$ cat config.mk
export PLATFORM = sky130hd
export DESIGN_NAME = regfile_write_queue
export DESIGN_NICKNAME = d
export VERILOG_FILES = /design/src/rtl/mips_pkg.sv /design/src/rtl/wb_fwd_match.sv /design/src/rtl/regfile_write_queue.sv
export SDC_FILE = /design/constraint.sdc
export NUM_CORES = 1
export LEC_CHECK = 0
export BUFFER_PORTS_ARGS = -buffer_cell sky130_fd_sc_hd__buf_4
export CORE_MARGIN = 1
export CORE_UTILIZATION = 45
export DETAILED_ROUTE_END_ITERATION = 10
export GPL_TIMING_DRIVEN = 0
export PLACE_DENSITY = 0.66
export SYNTH_ARGS = -nofsm -noshare
export SYNTH_HDL_FRONTEND = slang
export SYNTH_SLANG_ARGS = --single-unit
$ cat constraint.sdc
create_clock -name clk -period 5.6 [get_ports clk]
set_input_delay 0.28 -clock clk [delete_from_list [all_inputs] [get_ports clk]]
set_output_delay 0.28 -clock clk [all_outputs]
set_load 0.01 [all_outputs]
$ cat src/rtl/mips_pkg.sv
// mips_pkg: shared register-file widths and the writeback queue entry type
package mips_pkg;
  localparam int ADDR_W = 5;
  localparam int DATA_W = 32;
  localparam logic [ADDR_W-1:0] REG_ZERO = 5'd0;
  typedef struct packed {
    logic [ADDR_W-1:0] rd;
    logic [DATA_W-1:0] data;
  } wb_entry_t;
endpackage

$ cat src/rtl/wb_fwd_match.sv
// wb_fwd_match: youngest-match select of a pending write over an age-ordered ring
module wb_fwd_match
  import mips_pkg::*;
#(
  parameter int DEPTH = 4,
  localparam int PW = $clog2(DEPTH)
) (
  input  wb_entry_t         entries [DEPTH],
  input  logic [DEPTH-1:0]  valid,
  input  logic [PW-1:0]     rd_ptr,
  input  logic [ADDR_W-1:0] lookup,
  output logic              hit,
  output logic [DATA_W-1:0] data
);
  logic [PW-1:0] idx;
  // Walk oldest to youngest so the last match seen is the youngest one
  always_comb begin
    hit = 1'b0;
    data = '0;
    idx = rd_ptr;
    for (int i = 0; i < DEPTH; i++) begin
      idx = rd_ptr + PW'(i);
      if (valid[idx] && entries[idx].rd == lookup && lookup != REG_ZERO) begin
        hit = 1'b1;
        data = entries[idx].data;
      end
    end
  end
endmodule

$ cat src/rtl/regfile_write_queue.sv
// regfile_write_queue: FIFO of pending register writes with read-port forwarding
module regfile_write_queue
  import mips_pkg::*;
#(
  parameter int DEPTH = 4,
  localparam int PW = $clog2(DEPTH),
  localparam int CW = $clog2(DEPTH + 1)
) (
  input  logic              clk,
  input  logic              reset,
  input  logic              in_valid,
  output logic              in_ready,
  input  logic [ADDR_W-1:0] in_reg,
  input  logic [DATA_W-1:0] in_data,
  input  logic              wb_enable,
  output logic              reg_write,
  output logic [ADDR_W-1:0] write_reg,
  output logic [DATA_W-1:0] write_data,
  input  logic [ADDR_W-1:0] lookup_reg1,
  input  logic [ADDR_W-1:0] lookup_reg2,
  output logic              fwd_hit1,
  output logic [DATA_W-1:0] fwd_data1,
  output logic              fwd_hit2,
  output logic [DATA_W-1:0] fwd_data2,
  output logic [CW-1:0]     count,
  output logic              empty,
  output logic              full
);
  wb_entry_t mem [DEPTH];
  logic [PW-1:0] wr_ptr, rd_ptr;
  logic [DEPTH-1:0] valid;
  logic [PW-1:0] off;
  logic push, pop;
  assign empty = count == '0;
  assign full = count == CW'(DEPTH);
  assign in_ready = !full;
  // $0 writes complete the handshake but are never stored
  assign push = in_valid && in_ready && in_reg != REG_ZERO;
  assign pop = reg_write;
  assign reg_write = !empty && wb_enable;
  assign write_reg = empty ? '0 : mem[rd_ptr].rd;
  assign write_data = empty ? '0 : mem[rd_ptr].data;
  always_comb begin
    valid = '0;
    off = '0;
    for (int k = 0; k < DEPTH; k++) begin
      off = PW'(k) - rd_ptr;
      valid[k] = CW'(off) < count;
    end
  end
  always_ff @(posedge clk) begin
    if (reset) begin
      wr_ptr <= '0;
      rd_ptr <= '0;
      count <= '0;
    end else begin
      if (push) begin
        mem[wr_ptr] <= '{rd: in_reg, data: in_data};
        wr_ptr <= wr_ptr + 1'b1;
      end
      if (pop) rd_ptr <= rd_ptr + 1'b1;
      count <= (push && !pop) ? count + 1'b1 : (!push && pop) ? count - 1'b1 : count;
    end
  end
  wb_fwd_match #(.DEPTH(DEPTH)) u_fwd1 (
    .entries(mem), .valid(valid), .rd_ptr(rd_ptr), .lookup(lookup_reg1),
    .hit(fwd_hit1), .data(fwd_data1)
  );
  wb_fwd_match #(.DEPTH(DEPTH)) u_fwd2 (
    .entries(mem), .valid(valid), .rd_ptr(rd_ptr), .lookup(lookup_reg2),
    .hit(fwd_hit2), .data(fwd_data2)
  );
endmodule

---- Word-level counts from Yosys, hierarchy flattened ----
Cells that the tools add are included.
storage, ports and cells
  bits in registers ....................... 155
  latch bits .............................. 0
  memory bits (writable) .................. 0
  ROM bits ................................ 0
  input port bits ......................... 51
  logic and storage cells ................. 125
  memories ................................ 0
cells by class
  add/sub/neg operators ................... 10
  multiply operators ...................... 0
  div/mod/pow operators ................... 0
  magnitude comparators ................... 14
  equal/unequal tests ..................... 9
  shifts and indexed selects .............. 0
  mux-type cells .......................... 43
  bitwise operators ....................... 6
  reductions and logical operators ........ 32
operators by type and width
  cell                 count
  $mux 37              9
  $bmux 37 s2          4
  $mux 32              9
  $bwmux 148           1
  $demux 37 s2         1
  $eq 5x5->1           8
  $logic_and 1x1->1    22
  $ge 3x3->1 const B   5
  $not 2->3            5
  $reduce_bool 5->1    3
  $lt 2x3->1           4
  $lt 2x3->1 const B   4
  $mux 1               12
  $bmux 1 s2           4
  $mux 3               2
  $mux 5               1
  $add 2x1->2 const B  2
  $add 2x2->2 const B  2
  $logic_not 1->1      4
  $sub 1x2->2 const A  2
  $sub 2x2->2 const A  2
  $add 3x1->3 const B  1
  $eq 3x3->1 const B   1
  $logic_not 3->1      1
  5 further kinds      5

---- Longest topological paths before layout ----
  word-level depth ........................ 11
  mapped depth ............................ 19

---- By module ----
From an unflattened synthesis, not the netlist that was laid out.
unflattened totals
  cell total of the unflattened synthesis .. 1611
  area, all modules ....................... 16968.8 µm²
modules (own cells, without submodules)
  module               instances  cells an instance  area each (µm²)  sequential area each (µm²)
  wb_fwd_match         2          654                5387.7           0.0
  regfile_write_queue  1          303                6193.4           4584.4

---- Worst setup path before layout ----
OpenSTA, ideal clock, no wires.
  path type ............................... register -> output
  start ................................... register rd_ptr[0]
  end ..................................... output port fwd_data2[26]
  arrival time ............................ 4.017 ns
  required time ........................... 5.320 ns
  path slack .............................. 1.303 ns
  cell stages (with the launch flop) ...... 17
  cell sequence ........................... dfxtp_1 buf_6 buf_4 buf_2 buf_2 clkbuf_1 buf_1 clkbuf_1 xnor2_1 inv_1 ha_1 a211oi_1 o32ai_1 or4b_4 clkbuf_2 or3_1 a31oi_1
on the way
  word-level cells in the longest chain between the ends .. 11
  elaborated cells on any way between the ends .. 51
  classes of those cells .................. 7 x add/sub; 4 x order compare; 4 x eq/ne; 24 x mux; 4 x bitwise; 8 x reduce/logical
RTL lines
  element                                                              RTL line                   RTL
  start: declaration                                                   regfile_write_queue.sv:30  logic [PW-1:0] wr_ptr, rd_ptr;
  start signal: assignment                                             regfile_write_queue.sv:61  if (pop) rd_ptr <= rd_ptr + 1'b1;
  parallel branches: the longest is 10 deep, another holds $lt 2x3->1  --
  $mux 32 (*)                                                          wb_fwd_match.sv:23         if (valid[idx] && entries[idx].rd == lookup && lookup != REG_ZERO) begin
  end: declaration                                                     regfile_write_queue.sv:24  output logic [DATA_W-1:0] fwd_data2,
Mark *: on every way between the ends. The select of a mux whose other input is x is not followed.

---- Worst setup path in the final report ----
  start ................................... register rd_ptr[0]
  end ..................................... output port fwd_data1[25]
on the way
  word-level cells in the longest chain between the ends .. 11
  elaborated cells on any way between the ends .. 51
  classes of those cells .................. 7 x add/sub; 4 x order compare; 4 x eq/ne; 24 x mux; 4 x bitwise; 8 x reduce/logical
RTL lines
  element                                                              RTL line                   RTL
  parallel branches: the longest is 10 deep, another holds $lt 2x3->1  --
  $mux 32 (*)                                                          wb_fwd_match.sv:23
  end: declaration                                                     regfile_write_queue.sv:22  output logic [DATA_W-1:0] fwd_data1,
Marks and branches as above.

==> summary.md <==
| Metric | Value |
|---|---|
| Outcome | `finished, final reports clean` |
| Final Hold Fails | `0` |
| Final Setup Violations | `0` |
| Drt total wl | `around 40000 um` |
| Top-Level Pins | `161` |
| Synth area leader | `edfxtp_1` |
| CTS tree | `built` |
| Critical Path End | `fwd_data1[25]` |
| Worst R2R Path Depth | `10` |
| Met1 Usage GRT | `0.4059` |
| Layout fillers | `2202` |
| Met2 Usage GRT | `0.4657` |
| Minimum clock period | `about 5.4 ns` |
| Top-area cell type share of the netlist area | `0.3888` |
| Ys flop type | `edfxtp_1` |
| Seq. cell area | `~4600 um^2` |
| GRT Total Usage | `0.2994` |
| Htree depth | `4` |
| CP startpoint kind | `flip-flop` |
| FF-to-FF setup slack | `3.06 ns` |
| # clock sinks | `155` |
| EDFF count, synth | `148` |
| PwrDens | `414.5 nW/um^2` |
| Avg Cell Area, Syn | `approximately 9.6 um^2` |
| Number of diodes | `0` |
| Root Driver | `clkbuf_16` |
| Area of the multi-input gates | `6307 um^2` |
| Total gr overflow | `0` |
| Max-slew violation count | `0` |
| DR vias/cell | `around 6.4` |
| Gp weighted congestion | `about 0.93` |
| Vias in the first global route | `10290` |
| Starting Density | `0.4646` |
| RSZ-0062 raised after global routing | `false` |
| Setup TNS | `0 ns` |
| CP max FO | `10` |
| Clock slew at reported path FFs | `0.07 ns` |
| IO Port Bufs | `150` |
| Final nets | `~1400` |
| Worst-Skew Late Latency | `0.44 ns` |
| Leakage power | `4.955 nW` |
| Max_cap viols | `0` |
| Post-DR wirelength/cell | `23.10 um` |
| Period utilisation layout | `0.9617` |
| Synth-to-layout area growth | `19.97%` |
| Drc violations | `0` |
| Worst R2R End | `count[2]$_SDFFE_PP0P_` |
| Async S/R FF share, synth | `0` |
| Peak VDD IR | `0.2472 mV` |
| DIE HEIGHT | `161.4 um` |
| Synth top area cells | `edfxtp_1, mux2i_1, mux2_2` |
| Post-synth design cell area | `11430 um^2` |
| Clk buf depth | `2` |
| GR peak layer | `met2` |
| CTS Hold Bufs | `0` |
| CORE AREA | `24600 um^2` |
| Die area | `26040 um^2` |
| DR iter-0 viols | `1343` |
| Normalized max-slew margin | `0.4457` |
| Ratio of cells with drive above 1 in the final layout | `0.2422` |
| Initial antenna violation count | `0` |
| Final HPWL DP | `27700 um` |
| Die W | `161.4 um` |
| Pre-Repair DR Iteration Count | `6` |
| Crit path kind | `flip-flop to primary output` |
| Post-synthesis cell type count | `between 50 and 60` |
| CP arrival | `around 5.1 ns` |
| Worst Max-Slew Pin Slew | `0.8314 ns` |
| Worst path required time | `5.32 ns` |
| Largest net degree at the start of global routing | `21` |
| Hold WC Path Type | `input pin to flip-flop` |
| Sequential element share of the synthesized area | `0.4011` |
| Synth Warn # | `0` |
| Worst Setup Slack, final | `0.2146 ns` |
| Antenna Nets Post-Route | `0` |
| Met3 GRT Util | `0.06061` |
| Cell row count | `57` |
| Endpoint class of the critical path | `primary output` |
| DR vias | `10790` |
| Number of synthesized register bits | `155` |
| Syn Inst Count | `1189` |
| First-pass GRT wire length | `58790 um` |
| Skew final | `0.01410 ns` |
| Syn_nets | `1250` |
| Reg2Reg Launch Point | `count[0]$_SDFFE_PP0P_` |
| Critical Path Source | `rd_ptr[0]$_SDFFE_PP0P_` |
| Max Clock Freq | `0.1857 GHz` |
| CTS Buf Count | `17` |
| Dpl ws | `-0.1876 ns` |
sequential cells by signal, indices dropped and copies added, names as in the netlist:
name    cells
count       3
rd_ptr      2
mem       148
wr_ptr      2
cell usage in the layout, fill, tap and decap left out, drive strengths merged, types with 37 or more instances in the layout:
master / synthesis / final
mux2i: 84 / 84
nand2: 107 / 107
edfxtp: 148 / 148
nor2: 112 / 112
mux2: 70 / 70
clkbuf: 68 / 96
buf: 46 / 191
a21oi: 74 / 74
xnor2: 37 / 37
o21ai: 102 / 102
cells by family after synthesis:
group | Yosys count | synth area share
fa+ha+maj | 10 | 0.01160
flops | 155 | 0.4011
simple gates | 358 | 0.1433
mux | 171 | 0.1790
xor+xnor | 43 | 0.03295
compound gates | 322 | 0.1814
buf+inv | 130 | 0.05079
worst max-delay path: stages, from the launching register on:
cell,delay (ns)
dfxtp_1,0.32
buf_6,0.13
buf_4,0.20
clkbuf_4,0.27
clkbuf_4,0.26
clkbuf_4,0.24
clkbuf_4,0.24
clkbuf_4,0.25
xnor2_1,0.16
inv_1,0.06
ha_1,0.31
a211oi_1,0.08
o32ai_1,0.59
a211o_1,0.40
clkbuf_1,0.53
nor3_1,0.11
o31a_1,0.34
buf_4,0.15
metrics by stage:
| step | hold slack, ns | cells | total power, mW | utilization | cell area [um^2] |
|---|---|---|---|---|---|
| 5_1_grt | 0.02337 | 1699 | 5.926 | 0.5573 | 13710 |
| 2_1_floorplan | 0.3789 | 1189 | 3.244 | - | 11430 |
| 6_report | 0.03995 | 1699 | 5.684 | 0.5573 | 13710 |
| 4_1_cts | 0.02815 | 1699 | 5.595 | 0.5549 | 13650 |
| 3_3_place_gp | 0.4818 | 1663 | 4.386 | 0.5268 | 12960 |
| 3_5_place_dp | 0.4819 | 1667 | 4.415 | 0.5303 | 13050 |
power breakdown:
group | leakage, nW | internal (mW) | switching (mW) | total [mW]
Combinational | 3.27 | 1.17 | 1.94 | 3.11
Clock | 0.285 | 0.648 | 0.531 | 1.18
Sequential | 1.40 | 1.35 | 0.0443 | 1.40
Total | 4.95 | 3.17 | 2.52 | 5.68
synth_stat cells (all sizes together) (33+ instances only):
library cell and n:
edfxtp 148, o21ai 102, nand3 33, clkbuf 68
a21oi 74, or3 34, buf 46, nor3 36
mux2 70, xnor2 37, nor2 112, nand2 107
mux2i 84
cell type report:
class	count	share of cell area
flip-flops and latches	155	0.3343
clock buffers	19	0.03303
multi-input cells	904	0.4599
inverters	16	0.004380
plain buffers	113	0.04078
clock inverters	13	0.009489
repair buffers	155	0.08850
well taps	324	0.02956
routing by layer:
metal	vias up	wire length, um
met1	5176	16250
li1	4806	-
met3	124	3730
met4	0	1359
met2	686	17910
met5	-	0
how the worst min path moves through the flow:
stage	startpoint	to	slack, ns	cells past startpoint
2_1_floorplan	in_data[0]	mem[0]$_DFFE_PP_	0.38	0
3_3_place_gp	in_data[8]	mem[82]$_DFFE_PP_	0.48	1
3_5_place_dp	in_data[10]	mem[84]$_DFFE_PP_	0.48	1
4_1_cts	in_data[5]	mem[5]$_DFFE_PP_	0.03	1
5_1_grt	in_data[8]	mem[82]$_DFFE_PP_	0.02	1
6_report	in_data[5]	mem[5]$_DFFE_PP_	0.04	1
timing repair:
| action | CTS | global route |
|---|---|---|
| setup buffers | 0 | 1 |
| endpoints found under the setup margin | 66 | 63 |
| resized for setup | 9 | 28 |
| pin swaps | 0 | 1 |
(Power assumes the default switching activity.)
